File: config.mk
export PLATFORM = sky130hd
export DESIGN_NAME = cw_deserializer
export DESIGN_NICKNAME = d
export VERILOG_FILES = /design/src/rtl/cw_deserializer.sv
export SDC_FILE = /design/constraint.sdc
export NUM_CORES = 1
export LEC_CHECK = 0
export BUFFER_PORTS_ARGS = -buffer_cell sky130_fd_sc_hd__buf_2
export CAP_MARGIN = 10
export CORE_MARGIN = 2
export CORE_UTILIZATION = 25
export DETAILED_ROUTE_END_ITERATION = 8
export PLACE_DENSITY = 0.46
export REMOVE_ABC_BUFFERS = 1
export SYNTH_ARGS = -nofsm -noshare
export SYNTH_HDL_FRONTEND = slang
export SYNTH_SLANG_ARGS = --single-unit
File: constraint.sdc
create_clock -name clk -period 2.8 [get_ports clk]
set_input_delay 0.28 -clock clk [delete_from_list [all_inputs] [get_ports clk]]
set_output_delay 0.28 -clock clk [all_outputs]
set_load 0.03 [all_outputs]
File: src/rtl/cw_deserializer.sv
// Serial-to-parallel front end for the (31,16) burst-error-correcting decoder.
// Collects sof-aligned channel bits into N-bit codewords behind a one-entry valid/ready output register.
module cw_deserializer #(
    parameter int N  = 31,
    parameter int CW = $clog2(N)
) (
    input  logic         clk,
    input  logic         rst_n,
    input  logic         sin_valid,
    input  logic         sin_data,
    input  logic         sin_sof,
    output logic         cw_valid,
    input  logic         cw_ready,
    output logic [0:N-1] cw_data,
    output logic         overflow,
    output logic         sync_err
);

    typedef enum logic [0:0] {
        ST_HUNT = 1'b0,
        ST_FILL = 1'b1
    } state_t;

    localparam logic [CW-1:0] IDX_ZERO = CW'(1'b0);
    localparam logic [CW-1:0] IDX_ONE  = CW'(1'b1);
    localparam logic [CW-1:0] IDX_LAST = CW'(N - 1);

    state_t         state_r;
    logic [CW-1:0]  idx_r;
    logic [0:N-1]   frame_r;
    logic [0:N-1]   cw_data_r;
    logic           cw_valid_r;
    logic           overflow_r;
    logic           sync_err_r;

    logic [0:N-1]   word_s;
    logic           complete_s;
    logic           handshake_s;
    logic           load_s;
    logic           drop_s;

    // Completed word includes the final bit arriving this cycle, so it can load at the same edge.
    always_comb begin
        word_s        = frame_r;
        word_s[idx_r] = sin_data;
    end

    // Frame completion and output-register admission decisions.
    always_comb begin
        complete_s  = sin_valid && !sin_sof && (state_r == ST_FILL) && (idx_r == IDX_LAST);
        handshake_s = cw_valid_r && cw_ready;
        load_s      = complete_s && (!cw_valid_r || cw_ready);
        drop_s      = complete_s && cw_valid_r && !cw_ready;
    end

    // Framing FSM: hunts for sof, then fills bit positions; a sof mid-frame restarts capture.
    always_ff @(posedge clk or negedge rst_n) begin
        if (!rst_n) begin
            state_r    <= ST_HUNT;
            idx_r      <= IDX_ZERO;
            frame_r    <= {N{1'b0}};
            sync_err_r <= 1'b0;
        end else begin
            sync_err_r <= 1'b0;
            if (sin_valid) begin
                if (sin_sof) begin
                    frame_r[0] <= sin_data;
                    idx_r      <= IDX_ONE;
                    sync_err_r <= (state_r == ST_FILL);
                    state_r    <= ST_FILL;
                end else begin
                    case (state_r)
                        ST_HUNT: begin
                            state_r <= ST_HUNT;
                        end
                        ST_FILL: begin
                            frame_r[idx_r] <= sin_data;
                            if (idx_r == IDX_LAST) begin
                                idx_r   <= IDX_ZERO;
                                state_r <= ST_HUNT;
                            end else begin
                                idx_r <= idx_r + IDX_ONE;
                            end
                        end
                        default: begin
                            idx_r   <= IDX_ZERO;
                            state_r <= ST_HUNT;
                        end
                    endcase
                end
            end else begin
                idx_r <= idx_r;
            end
        end
    end

    // One-entry output register: a finished frame loads when empty or draining, otherwise it is dropped.
    always_ff @(posedge clk or negedge rst_n) begin
        if (!rst_n) begin
            cw_valid_r <= 1'b0;
            cw_data_r  <= {N{1'b0}};
            overflow_r <= 1'b0;
        end else begin
            overflow_r <= drop_s;
            if (load_s) begin
                cw_data_r  <= word_s;
                cw_valid_r <= 1'b1;
            end else if (handshake_s) begin
                cw_valid_r <= 1'b0;
            end else begin
                cw_valid_r <= cw_valid_r;
            end
        end
    end

    assign cw_valid = cw_valid_r;
    assign cw_data  = cw_data_r;
    assign overflow = overflow_r;
    assign sync_err = sync_err_r;

    cw_deserializer_checker #(
        .N  (N),
        .CW (CW)
    ) u_checker (
        .clk      (clk),
        .rst_n    (rst_n),
        .idx      (idx_r),
        .cw_valid (cw_valid_r),
        .cw_ready (cw_ready),
        .cw_data  (cw_data_r)
    );

endmodule

// Invariants of the deserializer: bit index stays in range and a stalled codeword is held.
module cw_deserializer_checker #(
    parameter int N  = 31,
    parameter int CW = $clog2(N)
) (
    input logic          clk,
    input logic          rst_n,
    input logic [CW-1:0] idx,
    input logic          cw_valid,
    input logic          cw_ready,
    input logic [0:N-1]  cw_data
);

    localparam logic [CW-1:0] IDX_LAST = CW'(N - 1);

    idx_in_range: assert property (@(posedge clk) disable iff (!rst_n)
        idx <= IDX_LAST);

    stall_holds: assert property (@(posedge clk) disable iff (!rst_n)
        (cw_valid && !cw_ready) |=> (cw_valid && $stable(cw_data)));

endmodule
Word-level counts from Yosys, hierarchy flattened
Cells that the tools add are included.
{ "op_classes": {"n_addsub": 1, "n_lt_le_gt_ge": 2, "n_eq_ne": 1, "n_mux": 15, "bitwise": 3, "n_reduce_logical": 16} }
{ "op_table": {"columns": ["op", "count"], "rows": [
  ["$bwmux W31", 1],
  ["$mux W31", 1],
  ["$mux W5", 3],
  ["$logic_and A1 B1 Y1", 8],
  ["$mux W1", 8],
  ["$ge A6 B6 Y1 const B", 1],
  ["$lt A6 B1 Y1 const B", 1],
  ["$not A5 Y6", 1],
  ["$add A5 B1 Y5 const B", 1],
  ["$demux W1 S5", 1],
  ["$eq A5 B5 Y1 const B", 1],
  ["$reduce_bool A2 Y1", 2],
  ["$logic_not A1 Y1", 3],
  ["$reduce_and A3 Y1", 1],
  ["$not A1 Y1", 2],
  ["$pmux W1 S2", 1],
  ["$reduce_and A2 Y1", 1],
  ["$logic_or A1 B1 Y1", 1]
]} }
{ "word_totals": {"ff_bits": 71, "inputBits": 6, "elab_cells": 46} }

Logic depth before layout (Yosys ltp)
Gate-level depths: netlist of run 1.
{ "depth": {"ltp_word": 8, "depth_mapped": 7, "depth_no_buf": 5} }

Worst setup path after synthesis of run 1
Ideal clock, no wire load.
{ "synth_path": {"kind": "reg-to-reg", "from": "register idx_r[0]", "to": "register cw_data_r, in the netlist cw_data[10]", "arrival_time_ps": 1830, "required_time_ps": 2675, "setup_slack_ps": 845, "path_stages_with_launch": 7, "period_less_slack_ps": 1955, "path_cell_list": "dfrtp_1 inv_1 ha_1 clkbuf_1 nor4bb_1 mux2_2 mux2_4"} }
{ "synth_between": {"elab_chain_cells": 6} }
{ "synth_lines": {"columns": ["element", "line", "text"], "rows": [
  ["start, declared", "29", "logic [CW-1:0] idx_r;"],
  ["start signal, assigned", "82", "idx_r <= idx_r + IDX_ONE;"],
  ["start signal, assigned", "92", "idx_r <= idx_r;"],
  ["$not A5 Y6 (implied by the code)", "45", "word_s[idx_r] = sin_data;"],
  ["$ge A6 B6 Y1 (implied by the code) / $lt A6 B1 Y1 (equally long branches)", "45", null],
  ["$logic_and A1 B1 Y1 (implied by the code)", "45", null],
  ["$mux W1 (implied by the code)", "45", null],
  ["$demux W1 S5", "45", null],
  ["$bwmux W31", "45", null],
  ["end signal, assigned", "101", "cw_data_r <= {N{1'b0}};"],
  ["end signal, assigned", "106", "cw_data_r <= word_s;"],
  ["end, declared", "31", "logic [0:N-1] cw_data_r;"]
]} }
Several ways; a longest one is shown, not always the timed one.
A chain may end at the register's enable or synchronous reset.

Final worst setup path of run 1
{ "layout_path": {"from": "register idx_r[0]", "to": "register cw_data_r, in the netlist cw_data[0]"} }
Same word-level chain as after synthesis.

==> results of run 1 <==
==> what timing repair did <==
action                    in CTS  in global routing
gates resized for setup        0                  0
hold endpoints to repair       5                  0
hold buffers                   1                  0
==> power breakdown <==
group / internal (W) / switching (W)
registers: 0.00111 / 0.0000496
logic: 0.000235 / 0.000366
clock network: 0.000629 / 0.000404
==> critical path, cell delays in order (launching register included) <==
cell	delay (ps)
dfrtp_1	420
inv_1	140
ha_1	190
and4_1	260
and3_4	600
mux2_2	390
==> kinds of logic (layout without fill, tap and decap cells) <==
| kind of cell | after synthesis | count (layout) | synth area share, % |
|---|---|---|---|
| AOI/OAI and AO/OA | 22 | 22 | 3.695 |
| adders and majority gates | 4 | 4 | 1.308 |
| buffers and inverters | 44 | 72 | 7.031 |
| DFF | 70 | 70 | 45.78 |
| muxes | 83 | 83 | 26.23 |
| and+or+nand+nor | 90 | 90 | 15.96 |
==> how the worst max path moves through the flow <==
stage | start | endpoint | slack, ps
after global routing | idx_r[0] | cw_data[7] | 550
after floorplan | idx_r[2] | cw_data[0] | 510
after CTS | idx_r[0] | cw_data[7] | 650
final | idx_r[0] | cw_data[0] | 670
after detailed placement | idx_r[0] | cw_data[0] | 670
after global placement | idx_r[0] | cw_data[0] | 720
==> state kept, by name, indices dropped and copies added (netlist names) <==
signal / count
idx_r: 5
state_r: 1
overflow: 1
sync_err: 1
frame_r: 30
cw_valid: 1
cw_data: 31
==> routing by layer <==
metal,routed length (um),GRT usage (%),vias to the layer above
met2,3471,14.85,36
met4,155,4.848,0
met1,4204,15.43,1187
met5,0,0,-
li1,-,-,1177
met3,295,2.588,13
==> metrics by stage <==
stage,instances,hold slack (ps),cell area (sq um),setup WS (ps),power (W)
2_1_floorplan,280,-15.59,3598,505.7,0.001583
4_1_cts,529,256.9,4374,652.6,0.002848
3_5_place_dp,515,350.8,4101,674.1,0.001788
6_report,529,263.9,4374,673.7,0.002793
5_1_grt,529,292.3,4374,546.4,0.002965
3_3_place_gp,515,349.2,4101,719.1,0.001772
==> layout make-up <==
| cell class | count | area (sq um) |
|---|---|---|
| Clock buffer | 11 | 252.7 |
| Clock inverter | 2 | 10.01 |
| Fill cell | 1577 | 10720 |
| Inverter | 11 | 41.29 |
| Multi-Input combinational cell | 199 | 1805 |
| Sequential cell | 70 | 1752 |
| Tap cell | 188 | 235.2 |
| Timing Repair Buffer | 48 | 277.8 |
==> layout by cell type (no fill, tap or decap), types with 3 or more instances in the layout <==
cell type  instances
inv_1             11
clkbuf_16          9
nor4bb_1           8
o21ai_1            3
mux2_4            23
buf_2             39
buf_4              7
dfrtp_1           70
o21ai_0            5
nand4_1            4
nand2_1           16
and4bb_2           4
nor3_1            20
nand4b_1          12
nand3_1            4
ha_1               4
mux2_2            46
mux2i_1           14
a21oi_1            4
nand2b_1           9
==> results.json, run 1 <==
{
  "async_reset_ff_share_pct": 100.0,
  "io_buffers": 39,
  "numCtsBuffers": 9,
  "wire_per_inst_um": 15.36,
  "drc_errors": 0,
  "worstPathMaxFanout": 30,
  "slew_headroom_pct": 40.07,
  "clock_sinks": 70,
  "start_kind": "flip-flop",
  "grt_max_degree": 71,
  "powerDensity_nw_per_um2": 638.6,
  "yosys_warnings": 0,
  "path_clk_slew_ps": 50,
  "min_period_ps": 2126,
  "vias": 2413,
  "grt_pass1_vias": 2558,
  "fmax_mhz": 470.3,
  "yosysTopAreaCell": "dfrtp_1",
  "fin_skew_ps": 5.098,
  "setup.worst_path.class": "reg -> reg",
  "hold_viol_final": 0,
  "first_iter_violations": 105,
  "ys_types": 40,
  "setup_violations": 0,
  "fin_tns_setup_ps": 0,
  "num_rows": 45,
  "ir_drop_mv": 0.2952,
  "avgSynthCellArea_sq_um": 12.22,
  "finalMaxSlewViolations": 0,
  "holdPathStages": 3,
  "synth-edff-count": 0,
  "clk_latency_ps": 330,
  "cts_buffer_depth": 2,
  "synth_top_area_share_pct": 45.78,
  "hold_path_class": "in -> reg",
  "status": "finished clean",
  "synth_ff_type": "dfrtp_1",
  "gp_congestion": 0.7381,
  "tritoncts": "done",
  "ys_ff_latch": 70,
  "hold_end": "overflow",
  "nets": 349,
  "synth_area_leaders": "dfrtp_1, mux2_2, mux2_4",
  "h-tree-depth": 3,
  "die_h_um": 127.7,
  "synthCells": 313,
  "grt_setup_unrepaired": "false",
  "diodes": 0,
  "synthTopCellsByCount": "dfrtp_1, mux2_2, mux2_4",
  "critPathCaptureType": "flip-flop",
  "routed_via_density": 4.561,
  "ys_seq_area_share_pct": 45.78,
  "max_cap_violations": 0,
  "grt_usage_pct": 10.63,
  "r2r_end": "cw_data[0]",
  "antenna_found_initial": 0,
  "layout-drive-gt1-share_pct": 40.76,
  "start_util_pct": 25.36,
  "r2r_start": "idx_r[0]",
  "timing.final.crit_share_pct": 75.94,
  "power_leakage_nw": 1.972,
  "dieArea_sq_um": 16310,
  "crit_required_ps": 3020,
  "dr.pass1.iters": 4,
  "core-area_sq_um": 15090,
  "die_w_um": 127.7,
  "grt_pass1_wl_um": 13690,
  "synth.most_common_cell": "dfrtp_1",
  "post_cts_buffers": 0,
  "hpwlAfterDp_um": 4689,
  "hold_start": "cw_ready",
  "crit_arrival_ps": 2340,
  "synthToLayoutAreaGrowth_pct": 14.32,
  "tightest_slew_ps": 899.0,
  "ant_nets": 0,
  "r2r_cells": 5,
  "synth_area_sq_um": 3826,
  "regToRegSetupSlack_ps": 670,
  "grt_overflow": 0,
  "clock-root-buffer": "clkbuf_16",
  "utilization_pct": 28.99,
  "ioPinCount": 40,
  "finalWirelength_um": 8127
}
No activity file was read; power rests on OpenSTA's default activity.
==> run 2, diff against run 1 <==
Clock period 2.8 ns to 2.18 ns, I/O delays scaled along.
==> results.json, run 2 (synthesis gave the netlist of run 1 again) <==
{
  "status": "finished clean",
  "fin_skew_ps": 4.482,
  "powerDensity_nw_per_um2": 817.8,
  "layout_common_cells": "dfrtp_1, mux2_2, buf_2",
  "tritoncts": "done",
  "antenna_found_initial": 0,
  "crit_path_top_delay_cell": "dfrtp_1",
  "grt_pass1_vias": 2518,
  "ir_drop_mv": 0.3155,
  "fillers": 1591,
  "drc_errors": 0,
  "grt_max_degree": 56,
  "ioPinCount": 40,
  "die_w_um": 127.7,
  "core-area_sq_um": 15090,
  "critical_path.max_stage_delay_ps": 580,
  "slew_headroom_pct": 39.81,
  "layout-drive-gt1-share_pct": 41.03,
  "finalMaxSlewViolations": 0,
  "worstSetupEndpoint": "cw_data[17]",
  "start_kind": "flip-flop",
  "hold_start": "sin_sof",
  "post_cts_buffers": 0,
  "r2r_end": "cw_data[17]",
  "cts_resized": 0,
  "setup_violations": 0,
  "vias": 2489,
  "grt_setup_unrepaired": "false",
  "h-tree-depth": 3,
  "hold_path_class": "in -> reg",
  "place_ws_ps": 209.8,
  "cp_cell_sequence": "buf_4 > nor4bb_1 > mux2_2 > mux2_4",
  "crit_required_ps": 2390,
  "clk_latency_ps": 330,
  "fmax_mhz": 502.3,
  "worstPathMaxFanout": 14,
  "cts_buffer_depth": 2,
  "final_common_cell": "dfrtp_1",
  "clock-root-buffer": "clkbuf_16",
  "diodes": 0,
  "power_leakage_nw": 2.017,
  "hpwlAfterDp_um": 5017,
  "regToRegSetupSlack_ps": 190,
  "start_util_pct": 25.36,
  "min_period_ps": 1991,
  "grt_overflow": 0,
  "cp-startpoint": "idx_r[3]",
  "finalPower_w": 0.003661,
  "dieArea_sq_um": 16310,
  "path_clk_slew_ps": 50,
  "worstSetupPathDepth": 4,
  "worst-path-buf-inv": 1,
  "timing.final.crit_share_pct": 91.32,
  "fin_tns_setup_ps": 0,
  "io_buffers": 39,
  "numCtsBuffers": 9,
  "dr.pass1.iters": 4,
  "clock_sinks": 70,
  "routed_via_density": 4.618,
  "nets": 356,
  "hold_viol_final": 0,
  "grt_pass1_wl_um": 13500,
  "first_iter_violations": 167,
  "wire_per_inst_um": 15.14,
  "fin_ws_ps": 189.2,
  "die_h_um": 127.7,
  "largest_reg_flops": 31,
  "finalWirelength_um": 8160,
  "critPathTopFamily": "multiplexers",
  "r2r_cells": 4,
  "tightest_slew_ps": 902.9,
  "setup.worst_path.class": "reg -> reg",
  "r2r_start": "idx_r[3]",
  "hold_ws_ps": 229.5,
  "dpl.cell_count": 522,
  "gp_congestion": 0.7432,
  "crit_arrival_ps": 2200,
  "ant_nets": 0,
  "final_cells": 539,
  "num_rows": 45,
  "max_cap_violations": 0,
  "critPathCaptureType": "flip-flop",
  "synthToLayoutAreaGrowth_pct": 17.00,
  "grt_usage_pct": 10.58
}
-- run 2: cell count changes in the layout (fill, tap and decap cells not counted) --
cell / change
clkinv_2: -1
buf_12: +4
buf_4: +3
clkbuf_1: +5
clkbuf_8: -1
-- run 2: power by group --
group | internal [W] | switching [W]
clock | 0.000801 | 0.000522
combinational | 0.000363 | 0.000455
sequential | 0.00143 | 0.0000940
-- run 2: repair_timing --
| action | 4_1_cts | 5_1_grt |
|---|---|---|
| endpoints found under the hold margin | 29 | 0 |
| hold buffers | 1 | 0 |
| endpoints found under the setup margin | 0 | 0 |
-- run 2: layout make-up --
cell class	count	area, sq um	area share (%)
sequential	70	1752	39.13
tap	188	235.2	5.254
clock buffer	15	257.7	5.757
inverter	11	41.29	0.9223
clock inverter	1	5.005	0.1118
timing repair buffer	55	380.4	8.496
multi-input combinational	199	1805	40.33
-- run 2: worst min-delay path by stage --
stage                  to  slack (ps)  cells past startpoint
2_1_floorplan  cw_data[0]         -80                      0
3_3_place_gp     overflow         300                      2
3_5_place_dp     overflow         300                      2
4_1_cts           state_r         210                      2
5_1_grt           state_r         240                      2
6_report          state_r         230                      2
-- run 2: metal layers --
| layer | global-route usage, % | routed length (um) |
|---|---|---|
| met1 | 14.87 | 4099 |
| met2 | 15.10 | 3532 |
| met3 | 3.631 | 434 |
| met4 | 3.685 | 94 |
| met5 | 0 | 0 |
-- run 2: metrics by stage --
step / utilization [%] / cell area [sq um]
6_report: 29.67 / 4477
5_1_grt: 29.67 / 4477
4_1_cts: 29.67 / 4477
3_5_place_dp: 27.86 / 4204
3_3_place_gp: 27.86 / 4204
2_1_floorplan: - / 3598
-- run 2: worst reg2reg max path, cell delays in order, from the launching register on --
cell and delay (ps):
dfrtp_1 580, buf_4 280, nor4bb_1 370, mux2_2 380
mux2_4 250
==> run 3, diff against run 2 <==
Settings changed: PLACE_DENSITY 0.46 to 0.48.
Clock period 2.18 ns to 1.7 ns, I/O delays scaled along.
==> results.json, run 3 (synthesis gave the netlist of run 1 again) <==
{
  "power_leakage_nw": 2.236,
  "final_cell_area_sq_um": 5079,
  "multiInputGateArea_sq_um": 2103,
  "crit_required_ps": 1920,
  "synthToLayoutAreaGrowth_pct": 32.73,
  "clock-root-buffer": "clkbuf_16",
  "cts_buffer_depth": 2,
  "drc_errors": 0,
  "clk_latency_ps": 340,
  "tightest_slew_ps": 958.0,
  "wire_per_inst_um": 15.80,
  "dieArea_sq_um": 16310,
  "gp_congestion": 0.7544,
  "min_period_ps": 1772,
  "slew_headroom_pct": 36.13,
  "numCtsBuffers": 9,
  "setup.worst_path.class": "reg -> reg",
  "path_clk_slew_ps": 60,
  "status": "complete, but fails checks",
  "grt_usage_pct": 11.70,
  "dpl_cell_area_sq_um": 4404,
  "num_rows": 45,
  "utilization_pct": 33.66,
  "cp-startpoint": "idx_r[0]",
  "die_w_um": 127.7,
  "start_util_pct": 25.36,
  "fin_ws_ps": -72.45,
  "clock_sinks": 70,
  "fin_skew_ps": 8.466,
  "finalMaxSlewViolations": 0,
  "grt_setup_unrepaired": "true",
  "fmax_mhz": 564.2,
  "ioPinCount": 40,
  "first_iter_violations": 154,
  "h-tree-depth": 3,
  "grt_pass1_wl_um": 14660,
  "vias": 2594,
  "grt_max_degree": 71,
  "grt_pass1_vias": 2722,
  "finalWirelength_um": 9005,
  "start_kind": "flip-flop",
  "dr.pass1.iters": 4,
  "worstPathMaxFanout": 6,
  "seq_area_sq_um": 1753,
  "diodes": 0,
  "r2r_start": "idx_r[0]",
  "max_cap_violations": 0,
  "powerDensity_nw_per_um2": 1060,
  "regToRegSetupSlack_ps": -70,
  "hold_viol_final": 0,
  "fillers": 1504,
  "largest_reg_flops": 31,
  "ant_nets": 0,
  "antenna_found_initial": 0,
  "die_h_um": 127.7,
  "routed_via_density": 4.551,
  "core-area_sq_um": 15090,
  "tritoncts": "done",
  "crit_arrival_ps": 1990,
  "layout-drive-gt1-share_pct": 57.07,
  "critPathCaptureType": "flip-flop",
  "worstSetupEndpoint": "cw_data[9]",
  "timing.final.crit_share_pct": 104.3,
  "layout_common_cells": "dfrtp_1, mux2_2, buf_2",
  "r2r_end": "cw_data[9]",
  "ir_drop_mv": 0.5335,
  "place_ws_ps": -209.1,
  "grt_overflow": 0,
  "r2r_cells": 6,
  "io_buffers": 39,
  "setup_violations": 31,
  "hold_path_class": "in -> reg",
  "final_common_cell": "dfrtp_1",
  "nets": 387,
  "hpwlAfterDp_um": 5382,
  "violations": "negative setup slack"
}
-- run 3: repair_timing --
item	in CTS	in global routing
cloned	2	0
endpoints found under the setup margin	39	53
pin swaps	4	3
endpoints found under the hold margin	70	0
hold buffers	1	0
setup buffers	5	2
resized for setup	38	27
-- run 3: stage by stage --
| stage | hold slack, ps | instances | TNS (ps) | total power [W] |
|---|---|---|---|---|
| detailed placement | 236.5 | 547 | -2937 | 0.003196 |
| global placement | 235.2 | 547 | -1622 | 0.003163 |
| global route | 165.6 | 570 | -4590 | 0.005699 |
| floorplan | -125.6 | 280 | -20870 | 0.002608 |
| CTS | 131.5 | 571 | -1606 | 0.005303 |
| finish | 135.2 | 570 | -1391 | 0.005385 |
-- run 3: worst min path at each step --
stage | cells after the start | to | slack, ps | startpoint
2_1_floorplan | 0 | cw_data[0] | -130 | rst_n
3_3_place_gp | 2 | overflow | 240 | rst_n
3_5_place_dp | 2 | cw_data[11] | 240 | rst_n
4_1_cts | 3 | overflow | 130 | cw_ready
5_1_grt | 2 | state_r | 170 | sin_sof
6_report | 3 | overflow | 140 | cw_ready
-- run 3: per-layer routing --
layer	part of all wire [%]	vias to the layer above	GRT usage [%]
li1	-	1256	-
met1	49	1290	16.13
met2	46	37	17.24
met3	4.1	11	4.048
met4	1.2	0	3.685
met5	0	-	0
-- run 3: power by group --
group	switching, W	total [W]	internal, W
logic	0.000797	0.00154	0.000747
clock network	0.000702	0.00192	0.00121
registers	0.0000960	0.00193	0.00183
total	0.00159	0.00539	0.00379
-- run 3: final cells by class --
type                       instances  area share, %
multi-input combinational        199          41.41
clock buffer                      13          5.124
inverter                          11         0.8130
clock inverter                     3         0.8376
timing repair buffer              86          12.66
tap                              188          4.632
sequential                        70          34.52
-- run 3: critical path, stage by stage, from the launching register on --
cell and delay [ps]:
dfrtp_1 410, inv_2 130, ha_4 160, and4_4 230
and3_4 240, buf_6 170, mux2_4 310
